<file path="config.mk">
export PLATFORM = sky130hd
export DESIGN_NAME = load_use_hazard_unit
export DESIGN_NICKNAME = d
export VERILOG_FILES = /design/src/rtl/load_use_hazard_unit.sv
export SDC_FILE = /design/constraint.sdc
export NUM_CORES = 1
export LEC_CHECK = 0
export CAP_MARGIN = 20
export CORE_MARGIN = 10
export CORE_UTILIZATION = 41
export DETAILED_ROUTE_END_ITERATION = 8
export PLACE_DENSITY = 0.75
export REMOVE_ABC_BUFFERS = 1
export SYNTH_ARGS = -nofsm -noshare
export SYNTH_HDL_FRONTEND = slang
export SYNTH_SLANG_ARGS = --single-unit
</file>
<file path="constraint.sdc">
create_clock -name CLK -period 2.7 [get_ports CLK]
set_input_delay 0.54 -clock CLK [delete_from_list [all_inputs] [get_ports CLK]]
set_output_delay 0.54 -clock CLK [all_outputs]
set_load 0.02 [all_outputs]
</file>
<file path="src/rtl/load_use_hazard_unit.sv">
// load_use_hazard_unit: load-use hazard detector and stall sequencer for the pipelined OTTER core.
// A stall lasts LOAD_LATENCY cycles: the detect cycle plus LOAD_LATENCY-1 cycles in STALL.
module load_use_hazard_unit #(
    parameter int LOAD_LATENCY = 2,
    parameter int CNT_W        = 3,
    parameter int REG_W        = 5,
    parameter int EVT_W        = 16
) (
    input  logic             CLK,
    input  logic             RST_N,
    input  logic             id_valid,
    input  logic [REG_W-1:0] id_rs1,
    input  logic [REG_W-1:0] id_rs2,
    input  logic             id_rs1_used,
    input  logic             id_rs2_used,
    input  logic             ex_valid,
    input  logic [6:0]       ex_opcode,
    input  logic [REG_W-1:0] ex_rd,
    input  logic             branch_taken,
    output logic             stall_pc,
    output logic             stall_ifid,
    output logic             bubble_idex,
    output logic             stall_active,
    output logic [CNT_W-1:0] count,
    output logic [REG_W-1:0] hazard_rd,
    output logic [EVT_W-1:0] stall_events
);
    typedef enum logic {IDLE, STALL} state_t;

    localparam logic [6:0]       OP_LOAD = 7'b0000011;
    localparam logic [CNT_W-1:0] LAT_M1  = CNT_W'(LOAD_LATENCY - 1);
    localparam logic [EVT_W-1:0] EVT_MAX = '1;

    generate
        if (LOAD_LATENCY < 1 || LOAD_LATENCY >= (1 << CNT_W)) begin : g_bad_latency
            $error("load_use_hazard_unit: LOAD_LATENCY out of range for CNT_W");
        end
    endgenerate

    state_t           state, state_nx;
    logic [CNT_W-1:0] count_nx;
    logic [REG_W-1:0] hazard_rd_nx;
    logic [EVT_W-1:0] stall_events_nx;
    logic             load_use, start, stall;

    assign load_use = id_valid & ex_valid & (ex_opcode == OP_LOAD) & (ex_rd != '0) &
                      ((id_rs1_used & (id_rs1 == ex_rd)) | (id_rs2_used & (id_rs2 == ex_rd)));
    // A taken branch flushes the ID instruction, so its hazard never starts a stall.
    assign start = (state == IDLE) & load_use & ~branch_taken;
    assign stall = (state == STALL) | start;

    assign stall_pc     = stall;
    assign stall_ifid   = stall;
    assign bubble_idex  = stall;
    assign stall_active = stall;

    always_comb begin
        state_nx        = state;
        count_nx        = count;
        hazard_rd_nx    = hazard_rd;
        stall_events_nx = stall_events;
        if (start) begin
            stall_events_nx = (stall_events == EVT_MAX) ? stall_events : stall_events + 1'b1;
            hazard_rd_nx    = ex_rd;
            state_nx        = (LOAD_LATENCY == 1) ? IDLE : STALL;
            count_nx        = LAT_M1;
        end else if (state == STALL) begin
            state_nx = (branch_taken || count == CNT_W'(1)) ? IDLE : STALL;
            count_nx = (branch_taken || count == CNT_W'(1)) ? '0 : count - 1'b1;
        end
    end

    always_ff @(posedge CLK or negedge RST_N) begin
        if (!RST_N) begin
            state        <= IDLE;
            count        <= '0;
            hazard_rd    <= '0;
            stall_events <= '0;
        end else begin
            state        <= state_nx;
            count        <= count_nx;
            hazard_rd    <= hazard_rd_nx;
            stall_events <= stall_events_nx;
        end
    end
endmodule

</file>
After elaboration in Yosys (flattened, before gate mapping)
Cells that the tools add are included.

storage, ports and cells
  bits in registers = 25
  latch bits = 0
  RAM bits = 0
  ROM bits = 0
  memories kept = 0

operators by class
  $add $sub $neg = 2
  multipliers = 0
  divide/modulo/power cells = 0
  $lt $le $gt $ge = 0
  equal/unequal tests = 5
  shifts and indexed selects = 0
  multiplexer cells = 6
  bitwise gates (word level) = 13
  reduce and logical (&&, ||, !) cells = 4

operators with widths
  cell                   number
  $add 16x1->16 const B  1
  $eq 16x16->1 const B   1
  $eq 5x5->1             2
  $mux 3                 3
  $and 1x1->1            8
  $eq 7x2->1 const B     1
  $reduce_bool 5->1      1
  $eq 3x1->1 const B     1
  $mux 1                 3
  $not 1->1              3
  $sub 3x1->3 const B    1
  $or 1x1->1             2
  $reduce_and 2->1       1
  $reduce_bool 2->1      1
  $logic_or 1x1->1       1

Depth between registers and ports, before layout
Gate-level depths: netlist (run 1).

  word-level depth = 7
  depth in mapped cells = 7
  mapped depth without buffers = 7

Worst setup path after synthesis (run 1)
OpenSTA, ideal clock, no wires.

  path type = in2out
  start = input ex_rd[0]
  end = output stall_active
  data arrival time = 1.828 ns
  data required time = 2.160 ns
  path slack = 0.332 ns
  cell stages on the path = 6
  path through = or3_1 o311a_1 buf_6 nand2_4 nand2_1 buf_4

between the ends
  longest elaborated chain between the ends = 7

RTL lines
  what                        line  text
  start, declared             18    input logic [REG_W-1:0] ex_rd,
  $eq 5x5->1                  47    ((id_rs1_used & (id_rs1 == ex_rd)) | (id_rs2_used & (id_rs2 == ex_rd)));
  $and 1x1->1                 47
  $or 1x1->1                  47
  $and 1x1->1 *               46    assign load_use = id_valid & ex_valid & (ex_opcode == OP_LOAD) & (ex_rd != '0) &
  $and 1x1->1 * (2 in a row)  49    assign start = (state == IDLE) & load_use & ~branch_taken;
  $or 1x1->1 *                50    assign stall = (state == STALL) | start;
  end, declared               23    output logic stall_active,

Mark *: on every way between the ends. The rest lies on a longest branch, timed or not.

Worst setup path after layout (run 1)
  start = input ex_rd[2]
  end = output bubble_idex

between the ends
  longest elaborated chain between the ends = 7

RTL lines
  what                        line  text
  $eq 5x5->1                  47
  $and 1x1->1                 47
  $or 1x1->1                  47
  $and 1x1->1 *               46
  $and 1x1->1 * (2 in a row)  49
  $or 1x1->1 *                50
  end, declared               22    output logic bubble_idex,

Marks and branches as above.

==> results of run 1 <==
routing by layer:
layer / up-vias / share of wire, % / track usage, %
li1: 610 / - / -
met1: 603 / 48 / 16.3
met2: 59 / 43 / 20.8
met3: 5 / 7.9 / 4.17
met4: 0 / 1.1 / 3.76
met5: - / 0 / 0
where the power goes:
| part | internal (mW) | switching, mW | total, mW |
|---|---|---|---|
| logic | 0.0700 | 0.0481 | 0.118 |
| clock network | 0.0579 | 0.108 | 0.166 |
| registers | 0.379 | 0.00484 | 0.384 |
cell families after synthesis:
kind of cell,after synthesis
AO/OA/AOI/OAI,8
adder cells (fa/ha/maj),3
AND/OR/NAND/NOR,54
flip-flops,25
XOR/XNOR,25
multiplexers,6
buffers and inverters,13
state kept, by name (all words and copies together) (netlist names):
name	cells
hazard_rd	5
state	1
count	3
stall_events	16
final timing paths:
check	to	slack, ps	cells after the start
setup / recovery	bubble_idex	130	6
hold / removal	stall_events[15]$_DFFE_PN0P_	510	1
setup reg to reg	stall_events[1]$_DFFE_PN0P_	680	5
hold reg to reg	stall_events[15]$_DFFE_PN0P_	510	1
max in group asynchronous	stall_events[11]$_DFFE_PN0P_	1890	2
min in group asynchronous	count[2]$_DFFE_PN0P_	570	2
worst reg2reg max path, cell delays in order, from the launching register on:
cell and delay, ps:
dfrtp_1 450, ha_1 200, and3_1 250, nand4bb_1 440, nand3_2 260, mux2_1 330
area by class of cell:
class / instances / area, um2 / share of cell area, %
multi-input cells: 96 / 734 / 35.3
flip-flops and latches: 25 / 626 / 30.1
repair buffers: 66 / 613 / 29.5
well taps: 46 / 57.6 / 2.77
clock buffers: 4 / 26.3 / 1.26
inverters: 6 / 22.5 / 1.08
repair_timing:
item | in CTS | in global routing
setup endpoints to repair | 4 | 1
gates cloned | 0 | 0
pin swaps | 0 | 1
gates resized for setup | 17 | 2
setup buffers | 0 | 1
endpoints found under the hold margin | 0 | 0
cell usage in the layout, fill, tap and decap left out, types with 5 or more instances in the layout:
master           count
and3_1               5
buf_4               10
clkdlybuf4s50_1     50
dfrtp_1             25
inv_1                6
mux2_2               5
nand2_1              5
nand3_1              5
nand4_1             15
nor2_1               6
xnor2_1             25
==> flow_summary.ini, run 1 <==
[synthesis]
synth_top_area_share_pct = 43.7
yosys.area.top_type = dfrtp_1
synth_top_family_by_area = simple AND/OR/NAND/NOR gates
synth_xor_area_share_pct = 15.3
netlist_top_cells_area = dfrtp_1 44%, xnor2_1 15%, nand4_1 6.6%, mux2_2 3.9%, ha_1 2.6%
seq_area_frac_synth_pct = 43.7
synth_compound_area_share_pct = 4.80
synth-async-reset-ratio_pct = 100
synth-edff-count = 0
syn_inst = 134
yosys.area_share.simple_pct = 23.4
ys_top_cells_by_count = 25 x dfrtp_1, 25 x xnor2_1, 15 x nand4_1, 6 x inv_1, 6 x nor2_1
synth_ff_type = dfrtp_1
synth_seq_cells = 25
yosys_warnings = 0
netlist_area_mm2 = 0.00143
synthMuxAreaShare_pct = 4.72
synth_cell_type_count = 33
synth_fa_ha_area_share_pct = 2.62
avgSynthCellArea_um2 = 10.7

[run]
maxCapViolCount = 0

[sta]
tns_ps = 0
finalClockSkew_ps = 2.32
period_share_pct = 95.1
fmax_mhz = 389
setup_violations = 0
min_period_ps = 2570
worst_slack_ps = 132
fin_hold_ws_ps = 512
hold_viol = 0
rsz0062_at_grt = false
drv_slew = 0
worstMarginPinSlew_ps = 499
relSlewSlack_pct = 66.6

[die]
dieArea_mm2 = 0.00626
ios = 57
core_mm2 = 0.00336
rows = 21
initial_core_util_pct = 42.6
die_x_um = 79.1
die_h_um = 79.1

[drt]
wire_per_inst_um = 16.6
vias = 1277
first_pass_iters = 4
wl_mm = 4.04
postRouteAntennaNets = 0
route.detailed.drc = 0
drtIter0Drc = 69
post_drt_via_cell_ratio = 5.26

[global_route]
grtUsageTotal_pct = 13.0
grt_pass1_wl_mm = 6.64
antenna_found_initial = 0
grt_remaining_overflow = 0
grt_pass1_vias = 1345
grt_max_degree = 26

[worst_setup_path]
cp_slowest_cell = clkdlybuf4s50_1
cp_top_family = buffers and inverters
worst_ep_required_time_ps = 2160
crit_arrival_ps = 2030
r2r-start = stall_events[0]$_DFFE_PN0P_
path_cells = clkdlybuf4s50_1 > or3_1 > o311a_1 > nand2_4 > nand2_1 > buf_2
critPathMaxStageDelay_ps = 460
critPathKind = input port to output pin
worstPathMaxFanout = 4
cp-start-kind = input port
critPathCaptureType = output pin
worst-path-buf-inv = 2
crit_path_start = ex_rd[2]

[clocking]
clk_latency_ps = 320
hold_buffers = 0
cts_buffer_depth = 2
tritoncts = yes
cts_made_buffers = 3
root_buffer = clkbuf_4
path_clk_slew_ps = 130
htreeDepth = 1
cts_sinks = 25

[run_status]
status = finished, final reports clean

[placement]
portBuffers = 56
pre_cts_slack_ps = -355
placed_cell_area_mm2 = 0.00206
placedCellCount = 238
gp_congestion = 0.793
dp_hpwl_mm = 3.15

[finish]
drive_above_1_share_pct = 14.2
fill_cells = 321
fin_cells = 243
fin_area_mm2 = 0.00208
syn_to_final_growth_pct = 45.2
nets = 230
diodes = 0
utilization_pct = 61.8

[pwr]
ir_worst_vdd_uv = 208
p_per_area_mw_per_mm2 = 321
power_leakage_nw = 0.883
power_uw = 668

[hold_path]
hp-class = flop to flop
worstHoldStart = stall_events[15]$_DFFE_PN0P_
(Power assumes the default switching activity.)
==> run 2, diff against run 1 <==
==> constraint.sdc (replaced) <==
create_clock -name CLK -period 2.7 [get_ports CLK]
set_input_delay 0.54 -clock CLK [delete_from_list [all_inputs] [get_ports CLK]]
set_output_delay 0.54 -clock CLK [all_outputs]
set_load 0.1 [all_outputs]
==> run 2 against run 1 <==
Sequential power barely moved. First-iteration DRC count fell by 19%. Worst hold slack improved by 8.2 ps. Maximum frequency fell by 1.4%. Largest cell class unchanged. Non-clock buffer count rose by 2. Worst setup slack got worse by 37 ps. Sequential cell count did not move. Clock power barely moved. Final cell count rose by 0.82%. Count of clock-buffer cells in the layout fell by 1.
==> flow_summary.ini, run 2 (same netlist as run 1, synthesis figures left out) <==
[run_status]
status = finished, final reports clean

[worst_setup_path]
r2r_slack_ps = 640
critPathKind = input port to output pin
reg2reg_depth = 5
worst_ep_required_time_ps = 2160
r2r-end = stall_events[1]$_DFFE_PN0P_
crit_arrival_ps = 2060
cp_num_cells = 8
path_common_cell = buf_12
worst-path-buf-inv = 3
cp_slowest_cell = clkdlybuf4s50_1
path_cells = clkdlybuf4s50_1 > xnor2_1 > nand4_1 > o22ai_2 > nand2_4 > nand2_2 > buf_12 > buf_12
critPathMaxStageDelay_ps = 550
r2r-start = stall_events[0]$_DFFE_PN0P_
critPathCaptureType = output pin
worstPathMaxFanout = 4
cp_top_family = buffers and inverters
cp-start-kind = input port

[sta]
drv_slew = 0
min_period_ps = 2600
relSlewSlack_pct = 65.7
setup_violations = 0
fmax_mhz = 384
hold_viol = 0
finalClockSkew_ps = 5.80
worstMarginPinSlew_ps = 511
period_share_pct = 96.5

[placement]
gp_congestion = 0.780
placedCellCount = 239
dp_hpwl_mm = 3.21
portBuffers = 56

[clocking]
clk_latency_ps = 320
cts_buffer_depth = 2
cts_sinks = 25
root_buffer = clkbuf_4
htreeDepth = 1
tritoncts = yes
cts_made_buffers = 3
path_clk_slew_ps = 130

[drt]
drtIter0Drc = 56
post_drt_via_cell_ratio = 5.29
vias = 1296
first_pass_iters = 4
wire_per_inst_um = 16.5
postRouteAntennaNets = 0
route.detailed.drc = 0
wl_mm = 4.05

[pwr]
p_per_area_mw_per_mm2 = 327
power_uw = 691
power_leakage_nw = 0.960
ir_worst_vdd_uv = 179

[finish]
final_common_cell = buf_4
final_cell_mix = 35 x buf_4, 25 x xnor2_1, 25 x dfrtp_1, 25 x clkdlybuf4s50_1, 15 x nand4_1
diodes = 0
top_regs = stall_events x16, hazard_rd x5, count x3
top_register = stall_events
largest_register_ffs = 16
nets = 232
fin_cells = 245
syn_to_final_growth_pct = 47.8
drive_above_1_share_pct = 28.1

[die]
die_h_um = 79.1
ios = 57
initial_core_util_pct = 42.6
rows = 21
dieArea_mm2 = 0.00626
core_mm2 = 0.00336
die_x_um = 79.1

[global_route]
grt_pass1_wl_mm = 6.58
grtUsageTotal_pct = 12.9
grt_pass1_vias = 1341
grt_max_degree = 26
antenna_found_initial = 0
grt_remaining_overflow = 0

[run]
maxCapViolCount = 0

[hold_path]
worstHoldStart = hazard_rd[0]$_DFFE_PN0P_
hold_end = hazard_rd[0]$_DFFE_PN0P_
hp-class = flop to flop
hold_depth = 1
[run 2: changes by cell type in the layout (fill, tap and decap cells not counted)]
cell,change
buf_12,+4
buf_16,+1
buf_2,-4
buf_4,+25
clkbuf_1,-1
clkdlybuf4s50_1,-25
clkinv_2,+1
dlygate4sd2_1,+1
nand2_1,-1
nand2_2,+1
[run 2: through the flow]
step / TNS, ps / hold slack [ps] / setup WS [ps] / cell area, um2 / util (%)
floorplan: -7750 / 244 / -1940 / 1380 / -
global placement: -51.0 / 487 / -12.8 / 2060 / 61.3
detailed placement: -160 / 495 / -40.9 / 2060 / 61.3
CTS: 0 / 525 / 76.6 / 2100 / 62.5
global route: -100 / 539 / -25.6 / 2120 / 62.9
finish: 0 / 521 / 95.8 / 2120 / 62.9
[run 2: worst reg2reg max path: cells and delay by family (launching register included)]
kind / cells / cell delay [ps]
fa+ha+maj: 1 / 200
simple gates: 3 / 970
flops: 1 / 450
mux: 1 / 330
[run 2: cell type report]
cell class              count  area, um2
inverters                   6       22.5
flip-flops and latches     25        626
repair buffers             68        647
multi-input cells          96        737
clock inverters             1       5.00
fillers                   290       1250
clock buffers               3       22.5
well taps                  46       57.6
[run 2: report_power, final]
group	switching [mW]	internal, mW
clock	0.111	0.0554
combinational	0.0746	0.0673
sequential	0.00461	0.379
[run 2: layer usage]
layer / vias to the layer above / track usage (%) / wire length, um
met2: 56 / 19.1 / 1760
met5: - / 0 / 0
met1: 617 / 18.4 / 2040
met4: 0 / 2.69 / 27
li1: 619 / - / -
met3: 4 / 2.93 / 230
[run 2: worst max path at each step]
stage                  from     endpoint  slack, ps
2_1_floorplan  ex_opcode[2]  bubble_idex      -1940
3_3_place_gp       ex_rd[0]     stall_pc        -10
3_5_place_dp       ex_rd[1]     stall_pc        -40
4_1_cts            ex_rd[4]   stall_ifid         80
5_1_grt        ex_opcode[2]     stall_pc        -30
6_report           ex_rd[4]   stall_ifid        100
[run 2: what timing repair did]
item | in CTS | in global routing
hold buffers | 0 | 0
endpoints found under the hold margin | 0 | 0
setup buffers | 1 | 1
pin swaps | 3 | 2
endpoints found under the setup margin | 4 | 4
gates resized for setup | 5 | 1
